===== src/rtl/cpu_io_ctrl.sv =====
// Buffered CPU IN/OUT controller: RX FIFO feeds CPU input handshakes, TX FIFO
// captures CPU output words and drains them to the peripheral over valid/ready.
module cpu_io_ctrl #(
    parameter int DW    = 16,
    parameter int DEPTH = 4,
    parameter int CW    = $clog2(DEPTH + 1)
) (
    input  logic          clk,
    input  logic          rst_b,
    input  logic          inp_req,
    output logic          inp_ack,
    output logic [DW-1:0] inp_data,
    input  logic          out_req,
    input  logic [DW-1:0] out_data,
    output logic          out_ack,
    input  logic          rx_valid,
    input  logic [DW-1:0] rx_data,
    output logic          rx_ready,
    output logic          tx_valid,
    output logic [DW-1:0] tx_data,
    input  logic          tx_ready,
    output logic [CW-1:0] rx_count,
    output logic [CW-1:0] tx_count
);

    localparam int PW = $clog2(DEPTH);
    localparam logic [CW-1:0] FULL_CNT = CW'(DEPTH);
    localparam logic [CW-1:0] ZERO_CNT = {CW{1'b0}};
    localparam logic [CW-1:0] ONE_CNT  = {{(CW-1){1'b0}}, 1'b1};
    localparam logic [PW-1:0] ONE_PTR  = {{(PW-1){1'b0}}, 1'b1};

    localparam logic [1:0] IN_IDLE  = 2'd0;
    localparam logic [1:0] IN_ACK   = 2'd1;
    localparam logic [1:0] IN_DROP  = 2'd2;
    localparam logic [1:0] OUT_IDLE = 2'd0;
    localparam logic [1:0] OUT_ACK  = 2'd1;
    localparam logic [1:0] OUT_DROP = 2'd2;

    logic [DW-1:0] rx_mem_q [DEPTH];
    logic [DW-1:0] tx_mem_q [DEPTH];
    logic [PW-1:0] rx_wr_ptr_q, rx_rd_ptr_q, tx_wr_ptr_q, tx_rd_ptr_q;
    logic [CW-1:0] rx_count_q, rx_count_d, tx_count_q, tx_count_d;
    logic [1:0]    in_state_q, in_state_d, out_state_q, out_state_d;
    logic [DW-1:0] inp_data_q;
    logic          rx_push_s, rx_pop_s, tx_push_s, tx_pop_s;

    // Ready is a function of occupancy only, so a same-cycle pop never frees a full FIFO.
    assign rx_ready  = (rx_count_q != FULL_CNT);
    assign tx_valid  = (tx_count_q != ZERO_CNT);
    assign tx_data   = tx_mem_q[tx_rd_ptr_q];
    assign rx_count  = rx_count_q;
    assign tx_count  = tx_count_q;
    assign inp_ack   = (in_state_q == IN_ACK);
    assign out_ack   = (out_state_q == OUT_ACK);
    assign inp_data  = inp_data_q;

    assign rx_push_s = rx_valid & rx_ready;
    assign rx_pop_s  = (in_state_q == IN_IDLE) & inp_req & (rx_count_q != ZERO_CNT);
    assign tx_push_s = (out_state_q == OUT_IDLE) & out_req & (tx_count_q != FULL_CNT);
    assign tx_pop_s  = tx_valid & tx_ready;

    // Occupancy next-state for both FIFOs.
    always_comb begin
        rx_count_d = rx_count_q;
        tx_count_d = tx_count_q;
        case ({rx_push_s, rx_pop_s})
            2'b10:   rx_count_d = rx_count_q + ONE_CNT;
            2'b01:   rx_count_d = rx_count_q - ONE_CNT;
            default: rx_count_d = rx_count_q;
        endcase
        case ({tx_push_s, tx_pop_s})
            2'b10:   tx_count_d = tx_count_q + ONE_CNT;
            2'b01:   tx_count_d = tx_count_q - ONE_CNT;
            default: tx_count_d = tx_count_q;
        endcase
    end

    // IN and OUT handshake FSMs; the DROP states wait out a lingering request.
    always_comb begin
        in_state_d  = in_state_q;
        out_state_d = out_state_q;
        case (in_state_q)
            IN_IDLE: begin
                if (rx_pop_s) in_state_d = IN_ACK;
                else          in_state_d = IN_IDLE;
            end
            IN_ACK:  in_state_d = IN_DROP;
            IN_DROP: begin
                if (!inp_req) in_state_d = IN_IDLE;
                else          in_state_d = IN_DROP;
            end
            default: in_state_d = IN_IDLE;
        endcase
        case (out_state_q)
            OUT_IDLE: begin
                if (tx_push_s) out_state_d = OUT_ACK;
                else           out_state_d = OUT_IDLE;
            end
            OUT_ACK:  out_state_d = OUT_DROP;
            OUT_DROP: begin
                if (!out_req) out_state_d = OUT_IDLE;
                else          out_state_d = OUT_DROP;
            end
            default: out_state_d = OUT_IDLE;
        endcase
    end

    // Control registers: FSM states, pointers, counts and the delivered CPU word.
    always_ff @(posedge clk or negedge rst_b) begin
        if (!rst_b) begin
            in_state_q  <= IN_IDLE;
            out_state_q <= OUT_IDLE;
            rx_wr_ptr_q <= {PW{1'b0}};
            rx_rd_ptr_q <= {PW{1'b0}};
            tx_wr_ptr_q <= {PW{1'b0}};
            tx_rd_ptr_q <= {PW{1'b0}};
            rx_count_q  <= ZERO_CNT;
            tx_count_q  <= ZERO_CNT;
            inp_data_q  <= {DW{1'b0}};
        end else begin
            in_state_q  <= in_state_d;
            out_state_q <= out_state_d;
            rx_count_q  <= rx_count_d;
            tx_count_q  <= tx_count_d;
            if (rx_push_s) rx_wr_ptr_q <= rx_wr_ptr_q + ONE_PTR;
            if (tx_push_s) tx_wr_ptr_q <= tx_wr_ptr_q + ONE_PTR;
            if (tx_pop_s)  tx_rd_ptr_q <= tx_rd_ptr_q + ONE_PTR;
            if (rx_pop_s) begin
                rx_rd_ptr_q <= rx_rd_ptr_q + ONE_PTR;
                inp_data_q  <= rx_mem_q[rx_rd_ptr_q];
            end
        end
    end

    // FIFO storage, cleared on reset so no stale word is ever observable.
    always_ff @(posedge clk or negedge rst_b) begin
        if (!rst_b) begin
            for (int i = 0; i < DEPTH; i++) begin
                rx_mem_q[i] <= {DW{1'b0}};
                tx_mem_q[i] <= {DW{1'b0}};
            end
        end else begin
            if (rx_push_s) rx_mem_q[rx_wr_ptr_q] <= rx_data;
            if (tx_push_s) tx_mem_q[tx_wr_ptr_q] <= out_data;
        end
    end

endmodule


===== config.mk =====
export PLATFORM = sky130hd
export DESIGN_NAME = cpu_io_ctrl
export DESIGN_NICKNAME = d
export VERILOG_FILES = /design/src/rtl/cpu_io_ctrl.sv
export SDC_FILE = /design/constraint.sdc
export NUM_CORES = 1
export LEC_CHECK = 0
export ABC_AREA = 1
export CAP_MARGIN = 40
export CORE_MARGIN = 2
export CORE_UTILIZATION = 29
export DETAILED_ROUTE_END_ITERATION = 6
export MAX_ROUTING_LAYER = met4
export PLACE_DENSITY_LB_ADDON = 0.08
export SETUP_SLACK_MARGIN = 0.15
export SLEW_MARGIN = 25
export SYNTH_ARGS = -nofsm -noshare
export SYNTH_HDL_FRONTEND = slang
export SYNTH_SLANG_ARGS = --single-unit

===== constraint.sdc =====
create_clock -name clk -period 3.1 [get_ports clk]
set_clock_uncertainty 0.15 [all_clocks]
set_input_delay 0.31 -clock clk [delete_from_list [all_inputs] [get_ports clk]]
set_output_delay 0.31 -clock clk [all_outputs]
set_load 0.01 [all_outputs]

# After elaboration in Yosys (flattened, before gate mapping)
# Index checks and enable logic that the tools add are counted.
word_totals:
  ff_bits: 162
  latchBits: 0
  ramBits: 0
  romBits: 0
  inputBits: 38
  out_inout_bits: 42
  word_cells: 79
  memories: 0
op_classes:
  addsub: 8
  mul: 0
  div: 0
  magnitude_cmp: 6
  n_eq_ne: 10
  shifts: 0
  muxes: 20
  bitwise_logic: 10
  n_reduce_logical: 8
op_table:
  columns: ["op", "n"]
  rows:
  - ["$bwmux 64", 2]
  - ["$mux 16", 6]
  - ["$bmux 16 s2", 2]
  - ["$demux 16 s2", 2]
  - ["$ge 3x3->1 const B", 4]
  - ["$not 2->3", 4]
  - ["$pmux 2 s3", 2]
  - ["$pmux 3 s2", 2]
  - ["$add 2x1->2 const B", 4]
  - ["$eq 2x1->1 const B", 4]
  - ["$eq 2x2->1 const B", 4]
  - ["$add 3x1->3 const B", 2]
  - ["$and 1x1->1", 6]
  - ["$lt 3x1->1 const B", 2]
  - ["$ne 3x3->1 const B", 2]
  - ["$reduce_bool 3->1", 2]
  - ["$sub 3x1->3 const B", 2]
  - ["$logic_not 2->1", 2]
  - ["$mux 2", 2]
  - ["$reduce_bool 2->1", 2]
  - ["$logic_and 1x1->1", 2]
  - ["$mux 1", 2]

# Logic depth before layout (Yosys ltp)
# Gate-level depths: netlist of run 1.
logic_depth:
  word_depth: 6
  mapped_depth: 12
  mapped_depth_nobuf: 11

# Worst setup path before layout of run 1
# Ideal clock, no wire load.
synth_path:
  path_type: "reg-to-reg"
  start: "register rx_count_q[2] (netlist: rx_count[2])"
  end: "register rx_count_q[2] (netlist: rx_count[2])"
  setup_ns: 0.123
  arrival_ns: 1.889
  required_time_ns: 2.827
  path_slack_ns: 0.938
  stages_incl_launch_ff: 12
  path_buffers: 1
  period_less_slack_ns: 2.162
  path_cell_list: "dfrtp_1 > inv_1 > nand3_1 > inv_1 > nor2_4 > buf_6 > ha_1 > inv_1 > fa_1 > nand2_1 > nand3b_1 > xor2_1"
synth_between:
  elab_chain_len: 4
  elab_cells_between_ends: 10
  classes_between: "add/sub (2); eq/ne (3); mux (1); bitwise (2); reduce/logical (2)"
synth_lines:
  columns: ["element", "line", "text"]
  rows:
  - ["from (decl)", "42", "logic [CW-1:0] rx_count_q, rx_count_d, tx_count_q, tx_count_d;"]
  - ["from (signal assigned)", "123", "rx_count_q <= rx_count_d;"]
  - ["$reduce_bool 3->1 (*)", "58", "assign rx_pop_s = (in_state_q == IN_IDLE) & inp_req & (rx_count_q != ZERO_CNT);"]
  - ["$and 1x1->1 (*)", "58", null]
  - ["net rx_pop_s", "45", "logic rx_push_s, rx_pop_s, tx_push_s, tx_pop_s;"]
  - ["$eq 2x1->1 / $eq 2x2->1 (equally long branches)", "66", "case ({rx_push_s, rx_pop_s})"]
  - ["$pmux 3 s2 / $reduce_bool 2->1 (equally long branches)", null, null]
# The timed path passes the listed nets; every way through them passes the cells marked *.
# A chain may end at the register's enable or synchronous reset.

# Final worst setup path of run 1
layout_path:
  start: "register tx_rd_ptr_q[1]"
  end: "output port tx_data[13]"
layout_between:
  elab_chain_len: 4
layout_lines:
  columns: ["element", "line", "text"]
  rows:
  - ["from (decl)", "41", "logic [PW-1:0] rx_wr_ptr_q, rx_rd_ptr_q, tx_wr_ptr_q, tx_rd_ptr_q;"]
  - ["from (signal assigned)", "116", "tx_rd_ptr_q <= {PW{1'b0}};"]
  - ["from (signal assigned)", "127", "if (tx_pop_s) tx_rd_ptr_q <= tx_rd_ptr_q + ONE_PTR;"]
  - ["$not 2->3 (not written as such)", "50", "assign tx_data = tx_mem_q[tx_rd_ptr_q];"]
  - ["$bmux 16 s2", "50", null]
  - ["$mux 16 (not written as such) (2 in series)", "50", null]
  - ["to (decl)", "20", "output logic [DW-1:0] tx_data,"]
# No other way between the ends. The select of a mux whose other input is x is not followed.

==> qor.json, run 1 <==
{
  "result_of_the_run": {"value": "finished clean"},
  "critical_path_required": {"value": 2640, "unit": "ps"},
  "worstHoldStart": {"value": "rx_valid"},
  "setup_viol_count_final": {"value": 0},
  "clkTransAtPathRegs": {"value": 70, "unit": "ps"},
  "clock_power_share": {"value": 0.187},
  "global_route_wire_length_before_repair": {"value": 40900, "unit": "microns"},
  "clk_root_buffer_cell": {"value": "clkbuf_16"},
  "coreArea": {"value": 27900, "unit": "sq um"},
  "largest_net_degree_at_the_start_of_global_routing": {"value": 66},
  "number_of_global_route_vias_before_repair": {"value": 7072},
  "p_sw_frac": {"value": 0.437},
  "die_x_extent": {"value": 172, "unit": "microns"},
  "cp-start-kind": {"value": "flop"},
  "power.leakage": {"value": 0.00501, "unit": "uW"},
  "timing.critical_path.fanout_max": {"value": 16},
  "count_of_antenna_diodes_in_the_layout": {"value": 0},
  "final_layout_net_count": {"value": 1133},
  "syn_area": {"value": 8210, "unit": "sq um"},
  "power_report.internal_total": {"value": 6130, "unit": "uW"},
  "ys_warn_count": {"value": 0},
  "port-buffer-count": {"value": 79},
  "tightest_slew": {"value": 771, "unit": "ps"},
  "finalWeightedCongestion": {"value": 0.760},
  "post_synth_num_cell_types": {"value": 25},
  "fp_rows": {"value": 61},
  "layout.cells.non_filler": {"value": 1474},
  "ant_nets": {"value": 0},
  "postSynthNetCount": {"value": 1075},
  "clk_latency": {"value": 430, "unit": "ps"},
  "die-area": {"value": 29700, "unit": "sq um"},
  "cts.repair_timing.setup_buffer_count": {"value": 0},
  "cap_violations": {"value": 0},
  "post_place_instance_area": {"value": 9320, "unit": "sq um"},
  "cts.htree.levels": {"value": 4},
  "totalPowerFinal": {"value": 10900, "unit": "uW"},
  "worst-r2r-cell-count": {"value": 9},
  "fin_tns_setup": {"value": 0, "unit": "ps"},
  "synthSimpleGateAreaFrac": {"value": 0.349},
  "end_kind": {"value": "primary output"},
  "fin_crit_sh": {"value": 0.851},
  "worstPathCellList": {"value": "inv_1, o21ai_0, o22ai_1, clkdlybuf4s50_1"},
  "synth_compound_area_frac": {"value": 0.0348},
  "arrival": {"value": 2180, "unit": "ps"},
  "routed-via-count": {"value": 7044},
  "avgViaCountPerCell": {"value": 4.78},
  "final_period_minus_worst_setup_slack": {"value": 2640, "unit": "ps"},
  "start_util": {"value": 0.295},
  "slowest_stage": {"value": "clkdlybuf4s50_1"},
  "antenna_found_initial": {"value": 0},
  "dp.final_hpwl": {"value": 15200, "unit": "microns"},
  "clkSinkCount": {"value": 162},
  "dpl.cell_count": {"value": 1441},
  "synthCells": {"value": 1025},
  "synth.ff_latch_count": {"value": 162},
  "report.final.hold_viol_count": {"value": 0},
  "cts_max_path_buffers": {"value": 2},
  "slowest_cell_delay_on_critical_path": {"value": 580, "unit": "ps"},
  "synth_xor_xnor_area_share": {"value": 0.00854},
  "globalRouteTotalUtil": {"value": 0.185},
  "drtIter0Drc": {"value": 648},
  "tritoncts.num_buffers": {"value": 17},
  "capturing_point_of_the_worst_reg2reg_path": {"value": "rx_count[2]"},
  "synth_sequential_area_ratio": {"value": 0.494},
  "powerDensity": {"value": 1100, "unit": "nW/um^2"},
  "synthMuxAreaShare": {"value": 0},
  "worst_slew_margin_rel": {"value": 0.485},
  "die_y": {"value": 172, "unit": "microns"},
  "dominant_combinational_cell_family_by_area_after_synthesis": {"value": "simple AND/OR/NAND/NOR gates"},
  "cts_tree": {"value": "done"},
  "sequentialPowerShare": {"value": 0.339},
  "gr-total-overflow": {"value": 0},
  "worst_ir_drop_vdd": {"value": 411, "unit": "uV"},
  "timing.hold.worst_path_depth": {"value": 3},
  "drive_above_1_share": {"value": 0.0803},
  "io_pins": {"value": 80},
  "clock.fmax": {"value": 0.379, "unit": "GHz"},
  "min_path_type": {"value": "in2reg"},
  "first_pass_iters": {"value": 5},
  "ff2ff_setup_slack": {"value": 890, "unit": "ps"},
  "holdPathEnd": {"value": "rx_mem_q[42]"},
  "drc_errors": {"value": 0},
  "postSynthAreaPerCell": {"value": 8.01, "unit": "sq um"},
  "layout-area-overhead-vs-synth": {"value": 20.4, "unit": "%"},
  "total_switching_power": {"value": 4750, "unit": "uW"},
  "drt-total-wl": {"value": 25400, "unit": "microns"},
  "combinationalPowerShare": {"value": 0.474},
  "routed_wire_length_per_instance": {"value": 17.2, "unit": "microns"},
  "setup.worst_path.class": {"value": "reg2out"},
  "finalInstanceArea": {"value": 9880, "unit": "sq um"},
  "synth_area_in_adders": {"value": 0.0201},
  "critical_r2r_launch": {"value": "rx_count[0]"},
  "setup_repair_after_global_routing_missed_its_margin": {"value": "no"},
  "slew_violations": {"value": 0}
}
## layout by cell type, fill, tap and decap left out, drive strengths merged
cell type and count:
dfrtp 162, clkdlybuf4s50 77, buf 36, dlygate4sd3 1, nand3b 2, clkbuf 20
nor2 38, fa 2, nand3 49, nand4 128, xor2 5, clkinv 5
xnor2 3, ha 10, nand2 409, clkinvlp 4, o21ai 37, inv 92
o22ai 16
## stage by stage
step,setup slack [ps],util,hold slack [ps]
finish,463,0.355,248
detailed placement,776,0.334,229
global route,297,0.355,236
global placement,795,0.334,234
CTS,432,0.355,224
floorplan,938,-,-136
## what timing repair did
action | CTS | global route
resized for setup | 0 | 0
hold buffers | 1 | 0
hold endpoints to repair | 63 | 0
## sequential cells by signal, indices dropped and copies added (netlist names)
signal	flops
tx_rd_ptr_q	2
rx_wr_ptr_q	2
rx_mem_q	64
tx_mem_q	64
rx_count	3
rx_rd_ptr_q	2
tx_wr_ptr_q	2
in_state_q	2
inp_data	16
out_state_q	2
tx_count	3
## logic make-up after synthesis
logic type,count (synthesis)
buffers and inverters,164
XOR/XNOR,8
AO/OA/AOI/OAI,53
flip-flops,162
adder cells (fa/ha/maj),12
AND/OR/NAND/NOR,626
## critical path, delay by kind of cell (launching register included)
kind	cells	cell delay, ps
AOI/OAI and AO/OA	2	410
buffers and inverters	2	970
DFF	1	370
## cell usage after synthesis, drive strengths merged
cell type    n  area, sq um
ha          10          125
clkbuf      16         60.1
nand3b       2         15.0
nand4      128          801
o21ai       37          185
xor2         5         43.8
inv         89          334
xnor2        3         26.3
buf         59          369
nand3       49          345
nand2      409         1540
nor2        38          166
fa           2         40.0
dfrtp      162         4050
o22ai       16          100
## metal layers
layer  track usage  part of all wire  vias to the layer above
met2         0.298              0.48                      158
met1         0.248              0.48                     3421
met3        0.0311             0.037                       15
met5             -                 0                        -
li1              -                 -                     3450
met4        0.0391            0.0084                        0
## how the worst max path moves through the flow
stage                              start     endpoint  cells after the start  slack, ps
after floorplan              rx_count[2]  rx_count[2]                     11        940
after global placement           inp_req  rx_count[2]                      9        800
after detailed placement         inp_req  rx_count[2]                      9        780
after CTS                 tx_rd_ptr_q[1]  tx_data[13]                      4        430
after global routing      tx_rd_ptr_q[1]  tx_data[14]                      4        300
final                     tx_rd_ptr_q[1]  tx_data[13]                      4        460
## power groups by stage
stage / Clock [uW] / Combinational, uW / Sequential [uW]
after detailed placement: 0 / 5230 / 3690
final: 2040 / 5160 / 3680
after global routing: 2210 / 5840 / 3820
after floorplan: 0 / 3370 / 3580
after CTS: 2110 / 5240 / 3680
after global placement: 0 / 5190 / 3730
## cell type report
type / count / area, sq um
clock buffer: 20 / 457
clock inverter: 12 / 98.8
fill: 2910 / 18000
inverter: 89 / 334
multi-input combinational: 699 / 3390
sequential: 162 / 4050
tap: 378 / 473
timing repair buffer: 114 / 1080
(Power assumes the default switching activity.)
==> inputs of run 2 (changes only) <==
--- a/config.mk
+++ b/config.mk
@@ -9,6 +9,7 @@
 export CAP_MARGIN = 40
 export CORE_MARGIN = 2
 export CORE_UTILIZATION = 29
+export CTS_BUF_LIST = sky130_fd_sc_hd__clkbuf_4
 export DETAILED_ROUTE_END_ITERATION = 6
 export MAX_ROUTING_LAYER = met4
 export PLACE_DENSITY_LB_ADDON = 0.08
==> qor.json, run 2 (synthesis results as in run 1) <==
{
  "timing.critical_path.fanout_max": {"value": 33, "change": "+17"},
  "layout-area-overhead-vs-synth": {"value": 16.7, "unit": "%"},
  "clock.fmax": {"value": 0.366, "unit": "GHz", "change": "-3.6%"},
  "setup.worst_path.class": {"value": "reg2out"},
  "worst_ir_drop_vdd": {"value": 419, "unit": "uV", "change": "+1.9%"},
  "drtIter0Drc": {"value": 588, "change": "-9.3%"},
  "ff2ff_setup_slack": {"value": 880, "unit": "ps", "change": "about the same"},
  "dpl.cell_count": {"value": 1441, "change": "unchanged"},
  "timing.hold.worst_path_depth": {"value": 3, "change": "unchanged"},
  "ant_nets": {"value": 0, "change": "unchanged"},
  "globalRouteTotalUtil": {"value": 0.185, "change": "-0.000354"},
  "critical_path_required": {"value": 2640, "unit": "ps", "change": "about the same"},
  "coreArea": {"value": 27900, "unit": "sq um", "change": "unchanged"},
  "drc_errors": {"value": 0, "change": "unchanged"},
  "first_pass_iters": {"value": 7, "change": "+2"},
  "fin_crit_sh": {"value": 0.882, "change": "+0.0319"},
  "final_common_cell": {"value": "nand2_1"},
  "final_period_minus_worst_setup_slack": {"value": 2740, "unit": "ps", "change": "+98.8 ps"},
  "fp_rows": {"value": 61, "change": "unchanged"},
  "clk_root_buffer_cell": {"value": "clkbuf_4"},
  "clkTransAtPathRegs": {"value": 160, "unit": "ps", "change": "+90 ps"},
  "slew_violations": {"value": 0, "change": "unchanged"},
  "fin_tns_setup": {"value": 0, "unit": "ps", "change": "unchanged"},
  "routed-via-count": {"value": 7024, "change": "-0.28%"},
  "slowest_stage": {"value": "clkdlybuf4s50_1"},
  "tritoncts.num_buffers": {"value": 17, "change": "unchanged"},
  "setup_viol_count_final": {"value": 0, "change": "unchanged"},
  "critical_path.top_delay_family": {"value": "buffers and inverters"},
  "layout.cells.non_filler": {"value": 1476, "change": "+0.14%"},
  "arrival": {"value": 2280, "unit": "ps", "change": "+100 ps"},
  "fill_cells": {"value": 2944, "change": "+1.2%"},
  "power.leakage": {"value": 0.00486, "unit": "uW", "change": "-2.9%"},
  "antenna_found_initial": {"value": 1, "change": "+1"},
  "avgViaCountPerCell": {"value": 4.76, "change": "-0.42%"},
  "min_path_type": {"value": "in2reg"},
  "worstPathCellList": {"value": "buf_4, o21ai_0, o22ai_1, clkdlybuf4s50_1"},
  "capturing_point_of_the_worst_reg2reg_path": {"value": "rx_count[2]"},
  "final_layout_net_count": {"value": 1133, "change": "unchanged"},
  "worstSetupPathDepth": {"value": 4, "change": "unchanged"},
  "number_of_global_route_vias_before_repair": {"value": 7072, "change": "unchanged"},
  "worst-path-buf-inv": {"value": 2, "change": "unchanged"},
  "global_route_wire_length_before_repair": {"value": 40700, "unit": "microns", "change": "-0.30%"},
  "end_kind": {"value": "primary output"},
  "die_x_extent": {"value": 172, "unit": "microns", "change": "unchanged"},
  "clk_latency": {"value": 550, "unit": "ps", "change": "+120 ps"},
  "slowest_cell_delay_on_critical_path": {"value": 580, "unit": "ps", "change": "about the same"},
  "largest_net_degree_at_the_start_of_global_routing": {"value": 66, "change": "unchanged"},
  "report.final.hold_viol_count": {"value": 0, "change": "unchanged"},
  "cts_max_path_buffers": {"value": 2, "change": "unchanged"},
  "critical_r2r_launch": {"value": "rx_count[0]"},
  "cts.repair_timing.setup_buffer_count": {"value": 0, "change": "unchanged"},
  "cts_tree": {"value": "done"},
  "finalWeightedCongestion": {"value": 0.760, "change": "unchanged"},
  "drive_above_1_share": {"value": 0.0803, "change": "unchanged"},
  "result_of_the_run": {"value": "finished clean"},
  "layout_common_cells": {"value": "nand2_1 (407), dfrtp_1 (162), nand4_1 (128)"},
  "io_pins": {"value": 80, "change": "unchanged"},
  "cts.htree.levels": {"value": 4, "change": "unchanged"},
  "start_util": {"value": 0.295, "change": "unchanged"},
  "dp.final_hpwl": {"value": 15200, "unit": "microns", "change": "unchanged"},
  "setup_repair_after_global_routing_missed_its_margin": {"value": "no"},
  "holdPathEnd": {"value": "rx_mem_q[42]"},
  "gr-total-overflow": {"value": 0, "change": "unchanged"},
  "cap_violations": {"value": 0, "change": "unchanged"},
  "routed_wire_length_per_instance": {"value": 17.1, "unit": "microns", "change": "-0.56%"},
  "worstHoldStart": {"value": "rx_valid"},
  "worst_slew_margin_rel": {"value": 0.490, "change": "+0.00439"},
  "drt-total-wl": {"value": 25300, "unit": "microns", "change": "-0.42%"},
  "powerDensity": {"value": 1040, "unit": "nW/um^2", "change": "-5.1%"},
  "clkSinkCount": {"value": 162, "change": "unchanged"},
  "die_y": {"value": 172, "unit": "microns", "change": "unchanged"},
  "worst-r2r-cell-count": {"value": 9, "change": "unchanged"},
  "die-area": {"value": 29700, "unit": "sq um", "change": "unchanged"},
  "tightest_slew": {"value": 764, "unit": "ps", "change": "-6.58 ps"},
  "cp-start-kind": {"value": "flop"},
  "port-buffer-count": {"value": 79, "change": "unchanged"}
}
[run 2: changes by cell type in the layout (fill, tap and decap cells not counted)]
cell        before  now
diode_2          0    2
clkbuf_1         1    0
clkinv_1         0    2
clkbuf_4         0   18
clkbuf_16       17    0
clkinvlp_4       4    5
inv_1           83   82
clkbuf_8         2    0
[run 2: worst max-delay path by stage]
stage / startpoint / endpoint / slack (ps)
global placement: inp_req / rx_count[2] / 800
CTS: tx_rd_ptr_q[1] / tx_data[13] / 250
global route: tx_rd_ptr_q[0] / tx_data[14] / 150
detailed placement: inp_req / rx_count[2] / 780
floorplan: rx_count[2] / rx_count[2] / 940
finish: tx_rd_ptr_q[0] / tx_data[0] / 360
[run 2: worst min-delay path, cell delays in order]
cell     delay [ps]
buf_2           260
nand4_1         150
nand2_1          50
[run 2: final cells by class]
type | count | area (sq um) | share of cell area
antenna | 2 | 5.00 | 0.000523
clock buffer | 18 | 135 | 0.0141
clock inverter | 14 | 106 | 0.0111
inverter | 89 | 338 | 0.0353
multi-input combinational | 699 | 3390 | 0.354
sequential | 162 | 4050 | 0.423
tap | 378 | 473 | 0.0494
timing repair buffer | 114 | 1080 | 0.112
[run 2: timing repair]
| action | 4_1_cts | 5_1_grt |
|---|---|---|
| gates resized for setup | 0 | 1 |
| endpoints found under the hold margin | 63 | 0 |
| endpoints found under the setup margin | 0 | 4 |
| hold buffers | 1 | 0 |
[run 2: power breakdown]
group / internal [uW] / leakage, uW / switching (uW)
sequential: 3080 / 0.00204 / 597
combinational: 1960 / 0.00271 / 3200
clock: 334 / 0.000122 / 849
[run 2: stage by stage]
stage	hold WS (ps)	util	area [sq um]	setup slack [ps]	power, uW
after CTS	44.5	0.343	9570	250	10200
after global placement	234	0.334	9320	795	8920
after global routing	45.7	0.344	9580	153	11000
after detailed placement	229	0.334	9320	776	8920
final	107	0.344	9580	365	10000
after floorplan	-136	-	8210	938	6950
[run 2: layer usage]
metal	part of all wire	vias up	GRT usage	routed length [microns]
li1	-	3450	-	-
met1	0.48	3404	0.247	12100
met2	0.48	152	0.296	12000
met3	0.037	18	0.0277	942
met4	0.010	0	0.0457	258
met5	0	-	-	0
